File: src/rtl/dpll_pkg.sv
// Shared types and arithmetic helpers for the DPLL proportional-integral loop filter.
package dpll_pkg;

  typedef enum logic [1:0] {
    ACQ   = 2'd0,
    TRACK = 2'd1,
    HOLD  = 2'd2
  } dpll_state_e;

  // Wide enough that no supported parameter set can overflow before clamping.
  typedef logic signed [63:0] wide_t;

  function automatic wide_t sat_add(input wide_t a, input wide_t b, input wide_t lim);
    wide_t s;
    s = a + b;
    if (s > lim) begin
      s = lim;
    end else if (s < -lim) begin
      s = -lim;
    end
    return s;
  endfunction

  function automatic wide_t clamp_u(input wide_t x, input wide_t hi);
    wide_t r;
    r = x;
    if (x < 64'sd0) begin
      r = 64'sd0;
    end else if (x > hi) begin
      r = hi;
    end
    return r;
  endfunction

endpackage

File: src/rtl/dpll_lock_detect.sv
// Run/lock counters and the ACQ/TRACK/HOLD state machine of the DPLL loop filter.
module dpll_lock_detect
  import dpll_pkg::*;
#(
  parameter int LOCK_CNT = 16,
  parameter int RUN_MAX  = 4
) (
  input  logic clk,
  input  logic rst_n,
  input  logic err_pos_i,
  input  logic err_neg_i,
  input  logic qual_i,
  input  logic freeze_i,
  output logic locked_o,
  output logic boost_o
);

  localparam int RCW = $clog2(RUN_MAX + 1);
  localparam int LCW = $clog2(LOCK_CNT + 1);

  dpll_state_e    state_q, state_d;
  dpll_state_e    prev_q, prev_d;
  dpll_state_e    eff_state;
  logic [RCW-1:0] run_q, run_d;
  logic [LCW-1:0] lock_q, lock_d;
  logic           sign_q, sign_d;
  logic           err_nz;

  // While holding, behave as the state we will resume into.
  assign eff_state = (state_q == HOLD) ? prev_q : state_q;
  assign err_nz    = err_pos_i | err_neg_i;
  assign locked_o  = (eff_state == TRACK);
  assign boost_o   = (eff_state == ACQ);

  always_ff @(posedge clk or negedge rst_n) begin
    if (!rst_n) begin
      state_q <= ACQ;
      prev_q  <= ACQ;
      run_q   <= '0;
      lock_q  <= '0;
      sign_q  <= 1'b0;
    end else begin
      state_q <= state_d;
      prev_q  <= prev_d;
      run_q   <= run_d;
      lock_q  <= lock_d;
      sign_q  <= sign_d;
    end
  end

  always_comb begin
    state_d = state_q;
    prev_d  = prev_q;
    run_d   = run_q;
    lock_d  = lock_q;
    sign_d  = sign_q;
    if (freeze_i) begin
      if (state_q != HOLD) begin
        prev_d  = state_q;
        state_d = HOLD;
      end
    end else begin
      state_d = eff_state;
      if (qual_i) begin
        if (err_nz) begin
          if ((run_q != '0) && (sign_q == err_neg_i)) begin
            if (run_q != RCW'(RUN_MAX)) begin
              run_d = run_q + RCW'(1);
            end
          end else begin
            run_d = RCW'(1);
          end
          sign_d = err_neg_i;
        end else begin
          run_d = '0;
        end

        if (run_d == RCW'(RUN_MAX)) begin
          lock_d = '0;
        end else if (lock_q != LCW'(LOCK_CNT)) begin
          lock_d = lock_q + LCW'(1);
        end

        case (eff_state)
          ACQ:     if (lock_d == LCW'(LOCK_CNT)) state_d = TRACK;
          TRACK:   if (run_d == RCW'(RUN_MAX)) state_d = ACQ;
          default: state_d = ACQ;
        endcase
      end
    end
  end

endmodule

File: src/rtl/dpll_pi_loop_filter.sv
// PI loop filter: phase-detector UP/DOWN samples in, clamped centre-offset DCO word out.
module dpll_pi_loop_filter
  import dpll_pkg::*;
#(
  parameter int OUT_W    = 16,
  parameter int INT_W    = 20,
  parameter int SHIFT_W  = 4,
  parameter int CENTER   = 2 ** (OUT_W - 1),
  parameter int LOCK_CNT = 16,
  parameter int RUN_MAX  = 4
) (
  input  logic               clk,
  input  logic               rst_n,
  input  logic               up,
  input  logic               down,
  input  logic               in_valid,
  input  logic               freeze,
  input  logic [SHIFT_W-1:0] kp_shift,
  input  logic [SHIFT_W-1:0] ki_shift,
  output logic [OUT_W-1:0]   ctrl_out,
  output logic               ctrl_valid,
  output logic               locked,
  output logic               int_sat
);

  localparam int    SUM_W    = ((OUT_W > INT_W) ? OUT_W : INT_W) + 2;
  localparam wide_t INT_MAX  = (wide_t'(1) <<< (INT_W - 1)) - wide_t'(1);
  localparam wide_t OUT_MAX  = (wide_t'(1) <<< OUT_W) - wide_t'(1);
  localparam wide_t CENTER_W = wide_t'(CENTER);

  logic signed [INT_W-1:0] integ_q, integ_d;
  logic [OUT_W-1:0]        ctrl_q, ctrl_d;
  logic                    valid_q;
  logic                    sat_q, sat_d;
  logic                    err_pos, err_neg, qual, boost;
  wide_t                   err_w, prop, iterm, sum;
  int                      kp_amt;

  assign err_pos = up & ~down;
  assign err_neg = down & ~up;
  assign qual    = in_valid & ~freeze;
  assign err_w   = err_pos ? 64'sd1 : (err_neg ? -64'sd1 : 64'sd0);

  dpll_lock_detect #(
    .LOCK_CNT (LOCK_CNT),
    .RUN_MAX  (RUN_MAX)
  ) u_lock (
    .clk       (clk),
    .rst_n     (rst_n),
    .err_pos_i (err_pos),
    .err_neg_i (err_neg),
    .qual_i    (qual),
    .freeze_i  (freeze),
    .locked_o  (locked),
    .boost_o   (boost)
  );

  assign integ_d = INT_W'(sat_add(wide_t'(integ_q), err_w, INT_MAX));
  assign sat_d   = (wide_t'(integ_d) == INT_MAX) || (wide_t'(integ_d) == -INT_MAX);

  // Capping the shift at SUM_W still pushes the sum past either clamp rail.
  always_comb begin
    kp_amt = int'(kp_shift) + (boost ? 1 : 0);
    if (kp_amt > SUM_W) begin
      kp_amt = SUM_W;
    end
    prop = err_w <<< kp_amt;
    if (int'(ki_shift) >= SUM_W) begin
      iterm = 64'sd0;
    end else begin
      iterm = wide_t'(integ_d) >>> ki_shift;
    end
    sum = CENTER_W + prop + iterm;
  end

  assign ctrl_d = OUT_W'(clamp_u(sum, OUT_MAX));

  always_ff @(posedge clk or negedge rst_n) begin
    if (!rst_n) begin
      integ_q <= '0;
      ctrl_q  <= OUT_W'(CENTER);
      valid_q <= 1'b0;
      sat_q   <= 1'b0;
    end else begin
      valid_q <= qual;
      if (qual) begin
        integ_q <= integ_d;
        ctrl_q  <= ctrl_d;
        sat_q   <= sat_d;
      end
    end
  end

  assign ctrl_out   = ctrl_q;
  assign ctrl_valid = valid_q;
  assign int_sat    = sat_q;

endmodule

File: config.mk
export PLATFORM = sky130hd
export DESIGN_NAME = dpll_pi_loop_filter
export DESIGN_NICKNAME = d
export VERILOG_FILES = /design/src/rtl/dpll_pkg.sv /design/src/rtl/dpll_lock_detect.sv /design/src/rtl/dpll_pi_loop_filter.sv
export SDC_FILE = /design/constraint.sdc
export NUM_CORES = 1
export LEC_CHECK = 0
export CORE_MARGIN = 2
export CORE_UTILIZATION = 45
export DETAILED_ROUTE_END_ITERATION = 7
export RECOVER_POWER = 50
export SETUP_SLACK_MARGIN = 0.15
export SLEW_MARGIN = 20
export SYNTH_ARGS = -nofsm -noshare
export SYNTH_HDL_FRONTEND = slang
export SYNTH_SLANG_ARGS = --single-unit
export TNS_END_PERCENT = 20
File: constraint.sdc
create_clock -name clk -period 9.8 [get_ports clk]
set_clock_uncertainty 0.15 [all_clocks]
set_input_delay 1.47 -clock clk [delete_from_list [all_inputs] [get_ports clk]]
set_output_delay 1.47 -clock clk [all_outputs]
set_load 0.005 [all_outputs]
# == Word level (Yosys, flattened, before mapping) ==
# Index checks and enable logic that the tools add are counted.
# word_totals
reg_bits,51
output_inout_bits,19
wordCells,71
in_bits,14
# op_classes
addsub,6
eq_ne,11
reduce_logical,7
mux,24
n_shift,2
magnitude_cmp,5
n_bitwise,7
# ops
op,n
$mux 64,2
$add 17x64->64 const A,1
$add 20x64->64,1
$add 64x64->64,1
$gt 64x17->1 const B,1
$gt 64x20->1 const B,1
$lt 64x1->1 const B,1
$lt 64x20->1 const B,1
$sshl 64x32->64,1
$sshr 20x4->64,1
$eq 20x20->1 const B,2
$mux 20,2
$mux 16,2
$mux 5,5
$mux 3,5
$mux 2,6
$add 4x1->5,1
$add 5x1->5 const B,1
$eq 5x5->1 const B,1
$gt 5x5->1 const B,1
$ne 5x5->1 const B,1
$pmux 2 s2,1
$reduce_and 2->1,2
$add 3x1->3 const B,1
16 further kinds,20

# == Depth between registers and ports, before layout ==
# Gate-level depths: netlist of run 1.
# depth
depth_word,17
ltp_mapped,37
mapped_depth_nobuf,34

# == Modules after synthesis ==
# A second synthesis of run 1 with hierarchy kept.
# hier_totals
cells_unflattened,1120
area_unflattened_um2,8667.1
# modules_own_cells
mod,area_per_inst_um2,instances,seq_area_each_um2,cells_each
dpll_pi_loop_filter,7813.7,1,952.2,1030
dpll_lock_detect,853.3,1,325.3,90

# == Worst setup path before layout of run 1 ==
# OpenSTA, ideal clock, no wires.
# synth_timing
path_type,in2reg
from,in up
to,reg ctrl_q[6] (netlist: ctrl_out[6])
t_arrival_ps,10803
path_slack_ps,-1282
cell_stages,36
path_buffers,5
required_time_ps,9522
setup_ps,128
cell_sequence,inv_1 > ha_1 > ha_1 > clkbuf_1 > a21oi_1 > o21ai_0 > a221o_1 > o31a_1 > or2_2 > clkbuf_1 > a21oi_1 > fa_1 > clkbuf_1 > nor4bb_1 > nand4_1 > nor4_1 > o211ai_1 > o21ai_0 > nor2_1 > a21oi_2 > clkbuf_1 > o2111ai_1 > a32oi_1 > ha_1 > ha_1 > fa_1 > a21o_2 > a221oi_4 > a221oi_2 > or4_4 > nand3_2 > a21oi_1 > or4_4 > nor4_4 > buf_6 > a21oi_1
# synth_between
elab_chain_cells,13
elab_cells_between_ends,18
cone_classes,3 x add/sub; 4 x order compare; 2 x shift; 6 x mux; 3 x bitwise
# synth_lines
item,line_no,source
start: declaration,dpll_pi_loop_filter.sv:14,"input logic up,"
$not 1->1,dpll_pi_loop_filter.sv:40,assign err_neg = down & ~up;
$and 1x1->1,dpll_pi_loop_filter.sv:40,
$mux 64,dpll_pi_loop_filter.sv:42,assign err_w = err_pos ? 64'sd1 : (err_neg ? -64'sd1 : 64'sd0);
$mux 64 *,dpll_pi_loop_filter.sv:42,
$add 20x64->64,dpll_pkg.sv:15,s = a + b;
$lt 64x20->1,dpll_pkg.sv:18,end else if (s < -lim) begin
$mux 20,dpll_pkg.sv:18,
$mux 20,dpll_pkg.sv:16,if (s > lim) begin
$sshr 20x4->64,dpll_pi_loop_filter.sv:71,iterm = wide_t'(integ_d) >>> ki_shift;
$add 64x64->64 *,dpll_pi_loop_filter.sv:73,sum = CENTER_W + prop + iterm;
$gt 64x17->1,dpll_pkg.sv:29,end else if (x > hi) begin
$mux 16,dpll_pkg.sv:29,
$mux 16 *,dpll_pkg.sv:27,if (x < 64'sd0) begin
end signal: assignment,dpll_pi_loop_filter.sv:81,ctrl_q <= OUT_W'(CENTER);
end signal: assignment,dpll_pi_loop_filter.sv:88,ctrl_q <= ctrl_d;
end: declaration,dpll_pi_loop_filter.sv:32,"logic [OUT_W-1:0] ctrl_q, ctrl_d;"
# Every way passes the cells marked *; elsewhere a longest branch is shown, timed or not.
# A chain may end at the register's enable or synchronous reset.

# == Worst setup path after layout of run 1 ==
# layout_timing
from,in up
to,reg ctrl_q[5] (netlist: ctrl_out[5])
# The elaborated chain is that of the path after synthesis.

==> results.sh, run 1 <==
export IMPL_run_status="finished with violations"
export IMPL_failed_checks="max-capacitance violations, max-slew violations"
export IMPL_drt_vias_per_instance=6.10
export IMPL_power_ir_vdd_worst_uv=124
export IMPL_clock_fmax_ghz=0.106
export IMPL_initial_utilization=0.456
export IMPL_number_of_detailed_route_iterations_in_the_first_pass=6
export IMPL_io_pins=33
export IMPL_drt_iter0_markers=499
export IMPL_most_common_layout_cells="186 x buf_4, 117 x a21oi_1, 100 x nand2_1"
export IMPL_io_buffers=32
export IMPL_layout_cells_most_common="buf_4"
export IMPL_die_height_um=141
export IMPL_setup_worst_path_class="primary input to flip-flop"
export IMPL_combinationalPowerShare=0.792
export IMPL_synthToLayoutAreaGrowth_pct=31.8
export IMPL_portion_of_total_power_attributed_to_sequential_cells=0.127
export IMPL_ys_dominant_reg_cell="dfrtp_1"
export IMPL_detailed_place_hpwl_um=20600
export IMPL_cts_sinks=51
export IMPL_overflow=0
export IMPL_holdCritPathClass="flip-flop to flip-flop"
export IMPL_ys_top_cells_by_area="dfrtp_1 15%, ha_1 14%, a21oi_1 7.7%, o21ai_0 5.2%, nand2_1 4.5%"
export IMPL_syn_mean_instance_area_um2=7.72
export IMPL_crit_path_end_kind="flip-flop"
export IMPL_grt_pass1_vias=8896
export IMPL_grt_util_met3=0.0219
export IMPL_worst_ep_required_time_ps=9850
export IMPL_whs_ps=342
export IMPL_wirelength_um=27600
export IMPL_unrepaired_setup_endpoints_after_global_routing="false"
export IMPL_power_density_cell_area_nw_per_um2=241
export IMPL_synth_cell_type_count=91
export IMPL_critical_path_most_common_cell="buf_4"
export IMPL_timing_final_crit_share=0.962
export IMPL_fillCellCount=1722
export IMPL_netSwitchingPower_w=0.00130
export IMPL_layout_min_cycle_time_ps=9430
export IMPL_place_gp_congestion=0.957
export IMPL_area_share_of_the_largest_cell_type_after_synthesis=0.147
export IMPL_synth_sequential_area_ratio=0.150
export IMPL_maxCapViolations=1
export IMPL_detailroute_via_count=9188
export IMPL_report_final_hold_viol_count=0
export IMPL_worstPathArrival_ps=9480
export IMPL_final_max_slew_viol_count=52
export IMPL_mapped_cell_area_um2=8500
export IMPL_grtUsageMet2=0.474
export IMPL_layout_drive_gt1_share=0.274
export IMPL_switching_share=0.480
export IMPL_final_cell_utilization_of_the_core=0.601
export IMPL_cts_reportedPaths_clkPinSlew_ps=80
export IMPL_largest_driver_fanout_on_the_critical_path=8
export IMPL_cts_htree_levels=2
export IMPL_first_pass_grt_wire_length_um=44100
export IMPL_synth_largest_area_cell="dfrtp_1"
export IMPL_floorplan_die_width_um=141
export IMPL_tritoncts_num_buffers=5
export IMPL_drt_antenna_violating_nets=0
export IMPL_cts_root_to_sink_buffers=2
export IMPL_cts_root_buffer="clkbuf_16"
export IMPL_grt_start_max_net_pins=52
export IMPL_critical_path_max_stage_delay_ps=550
export IMPL_critical_path_startpoint_type="primary input"
export IMPL_grt_antenna_before_repair=0
export IMPL_internal_power_w=0.00141
export IMPL_top_usage_layer="met2"
export IMPL_post_route_drc_count=0
export IMPL_routedWlPerCell_um=18.3
export IMPL_num_nets_final=1396
export IMPL_tightestPinTransition_ps=3140
export IMPL_core_area_um2=18600
export IMPL_placementRows=50
export IMPL_clock_latency_ps=310
export IMPL_cts_tree="built"
export IMPL_critPathSlowestCell="or4_4"
export IMPL_grt_util_met1=0.344
export IMPL_synthArstFlopShare=1.00
export IMPL_post_synth_inst_count=1101
export IMPL_timing_slew_headroom=-1.09
export IMPL_synth_edf_count=0
export IMPL_synth_warning_count=0
export IMPL_die_area_um2=20000
export IMPL_global_route_usage_total=0.269
export IMPL_count_of_inserted_antenna_diode_cells=0
export IMPL_finalSetupViolations=0
export IMPL_power_share_clock=0.080
export IMPL_power_static_leakage_nw=4.90
export IMPL_postSynthRegisterBits=51
export IMPL_postSynthNetCount=1225
metal layers:
layer  vias up  wire, um
met5         -         0
met4         0      1060
met3        65       952
met2       258     13600
met1      4360     12000
li1       4505         -
kinds of logic (layout without fill, tap and decap cells):
family	Yosys count	after routing	synth area share
XOR/XNOR	33	33	0.0340
multiplexers	49	49	0.0721
AO/OA/AOI/OAI	383	383	0.288
buffers and inverters	103	275	0.0546
AND/OR/NAND/NOR	372	372	0.225
adder cells (fa/ha/maj)	110	110	0.176
flip-flops	51	51	0.150
worst paths after layout:
kind / from / end / slack, ps / depth (start not counted)
min in group asynchronous: rst_n / ctrl_out[3] / 2150 / 2
worst max register to register: integ_q[1] / ctrl_out[5] / 1620 / 33
max in group asynchronous: rst_n / integ_q[10] / 5580 / 2
worst min-delay path: integ_q[17] / integ_q[17] / 340 / 2
worst max-delay path: up / ctrl_out[5] / 370 / 37
worst min register to register: integ_q[17] / integ_q[17] / 340 / 2
sequential cells by signal (all words and copies together), names as in the netlist:
signal and cells:
ctrl_valid 1, integ_q 20, u_lock.lock_q 5, u_lock.sign_q 1, ctrl_out 16, u_lock.prev_q 2
int_sat 1, u_lock.state_q 2, u_lock.run_q 3
cell usage after synthesis (9+ instances only):
cell / count
a211oi_1: 13
a21o_1: 22
a21oi_1: 131
a221oi_1: 11
a31oi_1: 12
and2_1: 9
and3_1: 20
clkbuf_1: 51
dfrtp_1: 50
fa_1: 16
ha_1: 94
inv_1: 34
mux2i_1: 32
mux4_2: 9
nand2_1: 102
nand2b_1: 19
nand3_1: 30
nand4_1: 16
nor2_1: 73
nor3_1: 23
nor4_1: 31
o211ai_1: 11
o21a_1: 10
o21ai_0: 89
xnor2_1: 14
xor2_1: 19
area by class of cell:
type	count	area, um2	area share
Multi-Input combinational cell	947	7400	0.660
Clock inverter	2	38.8	0.00346
Sequential cell	51	1280	0.114
Clock buffer	6	139	0.0124
Tap cell	234	293	0.0261
Inverter	36	135	0.0121
Timing Repair Buffer	231	1930	0.172
power groups by stage:
| stage | Sequential [W] | Clock [W] | Combinational [W] |
|---|---|---|---|
| after floorplan | 0.000333 | 0 | 0.00121 |
| after global placement | 0.000343 | 0 | 0.00194 |
| after detailed placement | 0.000343 | 0 | 0.00194 |
| after CTS | 0.000341 | 0.000224 | 0.00197 |
| after global routing | 0.000355 | 0.000229 | 0.00233 |
| final | 0.000344 | 0.000217 | 0.00214 |
per-stage QoR:
| step | TNS (ps) | std cells | total power (W) | instance area (um2) | setup WS, ps |
|---|---|---|---|---|---|
| floorplan | 0 | 1101 | 0.00154 | 8620 | 155 |
| global placement | -4300 | 1480 | 0.00228 | 10300 | -278 |
| detailed placement | -6550 | 1480 | 0.00229 | 10300 | -424 |
| CTS | 0 | 1491 | 0.00254 | 10500 | 37.1 |
| global route | 0 | 1507 | 0.00291 | 11200 | 88.1 |
| finish | 0 | 1507 | 0.00271 | 11200 | 370 |
repair_timing:
item,CTS,global route
buffers inserted,3,15
hold buffers,0,0
gates cloned,0,1
resized for setup,9,97
endpoints found under the setup margin,16,16
pin swaps,3,56
critical path: cells and delay by family:
kind / cells / cell delay (ps)
AND/OR/NAND/NOR: 11 / 2810
AO/OA/AOI/OAI: 11 / 2120
adder cells (fa/ha/maj): 5 / 1600
buffers and inverters: 10 / 1430
(Power assumes the default switching activity.)
==> inputs of run 2 (changes only) <==
--- a/config.mk
+++ b/config.mk
@@ -9,7 +9,8 @@
 export CORE_UTILIZATION = 45
 export DETAILED_ROUTE_END_ITERATION = 7
 export RECOVER_POWER = 50
-export SETUP_SLACK_MARGIN = 0.15
+export REMOVE_ABC_BUFFERS = 1
+export SETUP_SLACK_MARGIN = 0.02
 export SLEW_MARGIN = 20
 export SYNTH_ARGS = -nofsm -noshare
 export SYNTH_HDL_FRONTEND = slang
==> run 2 against run 1 <==
The flow still finishes with violations (max-capacitance violations, max-slew violations). Largest power group unchanged. Global-route usage fell by 0.11 points. Highest routed layer unchanged. Via count rose by 1.2%. Critical path type unchanged. Critical path depth fell by 1. Final area rose by 1.6%. Non-clock buffer count rose by 10. Combinational power rose by 2%. Sequential power barely moved.
==> results.sh, run 2 (synthesis gave the netlist of run 1 again) <==
export IMPL_number_of_flip_flops_under_the_largest_register_name=20
export IMPL_finalSetupViolations=0
export IMPL_die_area_um2=20000
export IMPL_internal_power_w=0.00140
export IMPL_io_pins=33
export IMPL_cts_root_to_sink_buffers=2
export IMPL_timing_slew_headroom=-1.11
export IMPL_global_route_usage_total=0.268
export IMPL_min_delay_worst_endpoint="integ_q[4]"
export IMPL_critical_path_max_stage_delay_ps=560
export IMPL_cts_htree_levels=2
export IMPL_netSwitchingPower_w=0.00134
export IMPL_grt_start_max_net_pins=52
export IMPL_tightestPinTransition_ps=3170
export IMPL_design_power_total_w=0.00274
export IMPL_rr_worst_depth=32
export IMPL_placementRows=50
export IMPL_post_route_drc_count=0
export IMPL_critical_path_most_common_cell="buf_4"
export IMPL_cts_reportedPaths_clkPinSlew_ps=70
export IMPL_cts_tree="built"
export IMPL_timing_hold_worst_path_depth=2
export IMPL_most_common_layout_cells="193 x buf_4, 110 x a21oi_1, 99 x nand2_1"
export IMPL_largest_register="integ_q"
export IMPL_die_height_um=141
export IMPL_place_inst=1490
export IMPL_layout_drive_gt1_share=0.290
export IMPL_drt_iter0_markers=808
export IMPL_layout_min_cycle_time_ps=9300
export IMPL_synthToLayoutAreaGrowth_pct=34.0
export IMPL_fillCellCount=1697
export IMPL_power_static_leakage_nw=4.99
export IMPL_detailed_place_hpwl_um=21000
export IMPL_failed_checks="max-capacitance violations, max-slew violations"
export IMPL_setup_worst_path_class="primary input to flip-flop"
export IMPL_number_of_detailed_route_iterations_in_the_first_pass=5
export IMPL_grt_pass1_vias=8665
export IMPL_clock_latency_ps=310
export IMPL_crit_path_end_kind="flip-flop"
export IMPL_worst_hold_startpoint="integ_q[4]"
export IMPL_first_pass_grt_wire_length_um=43800
export IMPL_num_nets_final=1406
export IMPL_holdCritPathClass="flip-flop to flip-flop"
export IMPL_critPathSlowestCell="fa_1"
export IMPL_power_density_cell_area_nw_per_um2=241
export IMPL_clock_fmax_ghz=0.108
export IMPL_report_final_hold_viol_count=0
export IMPL_unrepaired_setup_endpoints_after_global_routing="false"
export IMPL_overflow=0
export IMPL_floorplan_die_width_um=141
export IMPL_wirelength_um=28300
export IMPL_ff2ff_setup_slack_ps=1780
export IMPL_place_gp_congestion=0.976
export IMPL_critical_path_startpoint_type="primary input"
export IMPL_cts_sinks=51
export IMPL_power_ir_vdd_worst_uv=120
export IMPL_largest_driver_fanout_on_the_critical_path=8
export IMPL_timing_final_crit_share=0.949
export IMPL_layoutNonFillerInstCount=1516
export IMPL_initial_utilization=0.456
export IMPL_critical_path_reg2reg_endpoint="ctrl_out[6]"
export IMPL_switching_share=0.488
export IMPL_worstPathArrival_ps=9340
export IMPL_maxCapViolations=1
export IMPL_run_status="finished with violations"
export IMPL_drt_vias_per_instance=6.14
export IMPL_drt_antenna_violating_nets=0
export IMPL_core_area_um2=18600
export IMPL_worst_ep_required_time_ps=9840
export IMPL_combinationalPowerShare=0.799
export IMPL_cts_root_buffer="clkbuf_16"
export IMPL_grt_antenna_before_repair=0
export IMPL_count_of_inserted_antenna_diode_cells=0
export IMPL_power_share_clock=0.075
export IMPL_routedWlPerCell_um=18.6
export IMPL_r2r_start="integ_q[10]"
export IMPL_io_buffers=32
export IMPL_tritoncts_num_buffers=5
export IMPL_detailroute_via_count=9301
export IMPL_final_max_slew_viol_count=52
export IMPL_layout_cells_most_common="buf_4"
export IMPL_portion_of_total_power_attributed_to_sequential_cells=0.125
run 2: cell types whose count changed in the layout (fill, tap and decap cells not counted), sizes merged:
cell / delta
buf: +8
clkdlybuf4s50: +1
clkinvlp: +1
dlygate4sd3: -1
dlymetal6s2s: +1
inv: -1
run 2: metrics by stage:
stage	setup WS, ps	util	hold WS, ps	instance area [um2]	TNS (ps)
2_1_floorplan	-2080	-	302	8170	-33150
3_3_place_gp	-1170	0.550	326	10200	-18490
3_5_place_dp	-1290	0.550	332	10200	-19920
4_1_cts	20.2	0.567	352	10600	0
5_1_grt	236	0.611	395	11400	0
6_report	498	0.611	354	11400	0
run 2: worst max path at each step:
stage	start	to	slack, ps
after CTS	down	ctrl_out[5]	20
final	down	ctrl_out[6]	500
after detailed placement	down	ctrl_out[7]	-1290
after global placement	down	ctrl_out[1]	-1170
after global routing	down	ctrl_out[15]	240
after floorplan	up	ctrl_out[0]	-2080
run 2: layout make-up:
class / count / area, um2 / share of cell area
clock buffers: 5 / 125 / 0.0110
repair buffers: 241 / 2030 / 0.179
flip-flops and latches: 51 / 1280 / 0.112
well taps: 234 / 293 / 0.0257
clock inverters: 2 / 37.5 / 0.00329
inverters: 36 / 135 / 0.0119
multi-input cells: 947 / 7490 / 0.657
run 2: critical path, delay by kind of cell:
kind / cells / cell delay (ps)
buf+inv: 8 / 1220
compound gates: 13 / 2470
simple gates: 9 / 2390
fa+ha+maj: 5 / 1680
xor+xnor: 1 / 100
run 2: routing by layer:
layer | share of wire | vias up | track usage
li1 | - | 4523 | -
met1 | 0.44 | 4396 | 0.364
met2 | 0.48 | 326 | 0.454
met3 | 0.055 | 56 | 0.0250
met4 | 0.027 | 0 | 0.0789
met5 | 0 | - | 0
run 2: repair_timing:
| action | in CTS | in global routing |
|---|---|---|
| endpoints found under the setup margin | 16 | 16 |
| setup buffers | 3 | 13 |
| hold buffers | 0 | 0 |
| pin swaps | 4 | 60 |
| gates cloned | 0 | 3 |
| gates resized for setup | 25 | 121 |
run 2: power by group through the flow:
stage / Sequential, W / Combinational (W) / Clock (W)
3_3_place_gp: 0.000340 / 0.00192 / 0
3_5_place_dp: 0.000341 / 0.00193 / 0
4_1_cts: 0.000339 / 0.00198 / 0.000212
2_1_floorplan: 0.000331 / 0.00114 / 0
6_report: 0.000344 / 0.00219 / 0.000207
5_1_grt: 0.000354 / 0.00238 / 0.000218
==> inputs of run 3 (changes only) <==
--- a/config.mk
+++ b/config.mk
@@ -8,6 +8,7 @@
 export CORE_MARGIN = 2
 export CORE_UTILIZATION = 45
 export DETAILED_ROUTE_END_ITERATION = 7
+export HOLD_SLACK_MARGIN = 0.15
 export RECOVER_POWER = 50
 export REMOVE_ABC_BUFFERS = 1
 export SETUP_SLACK_MARGIN = 0.02
==> results of run 3 <==
Same layout as run 2: the final DEF is identical, and so are final timing and power.
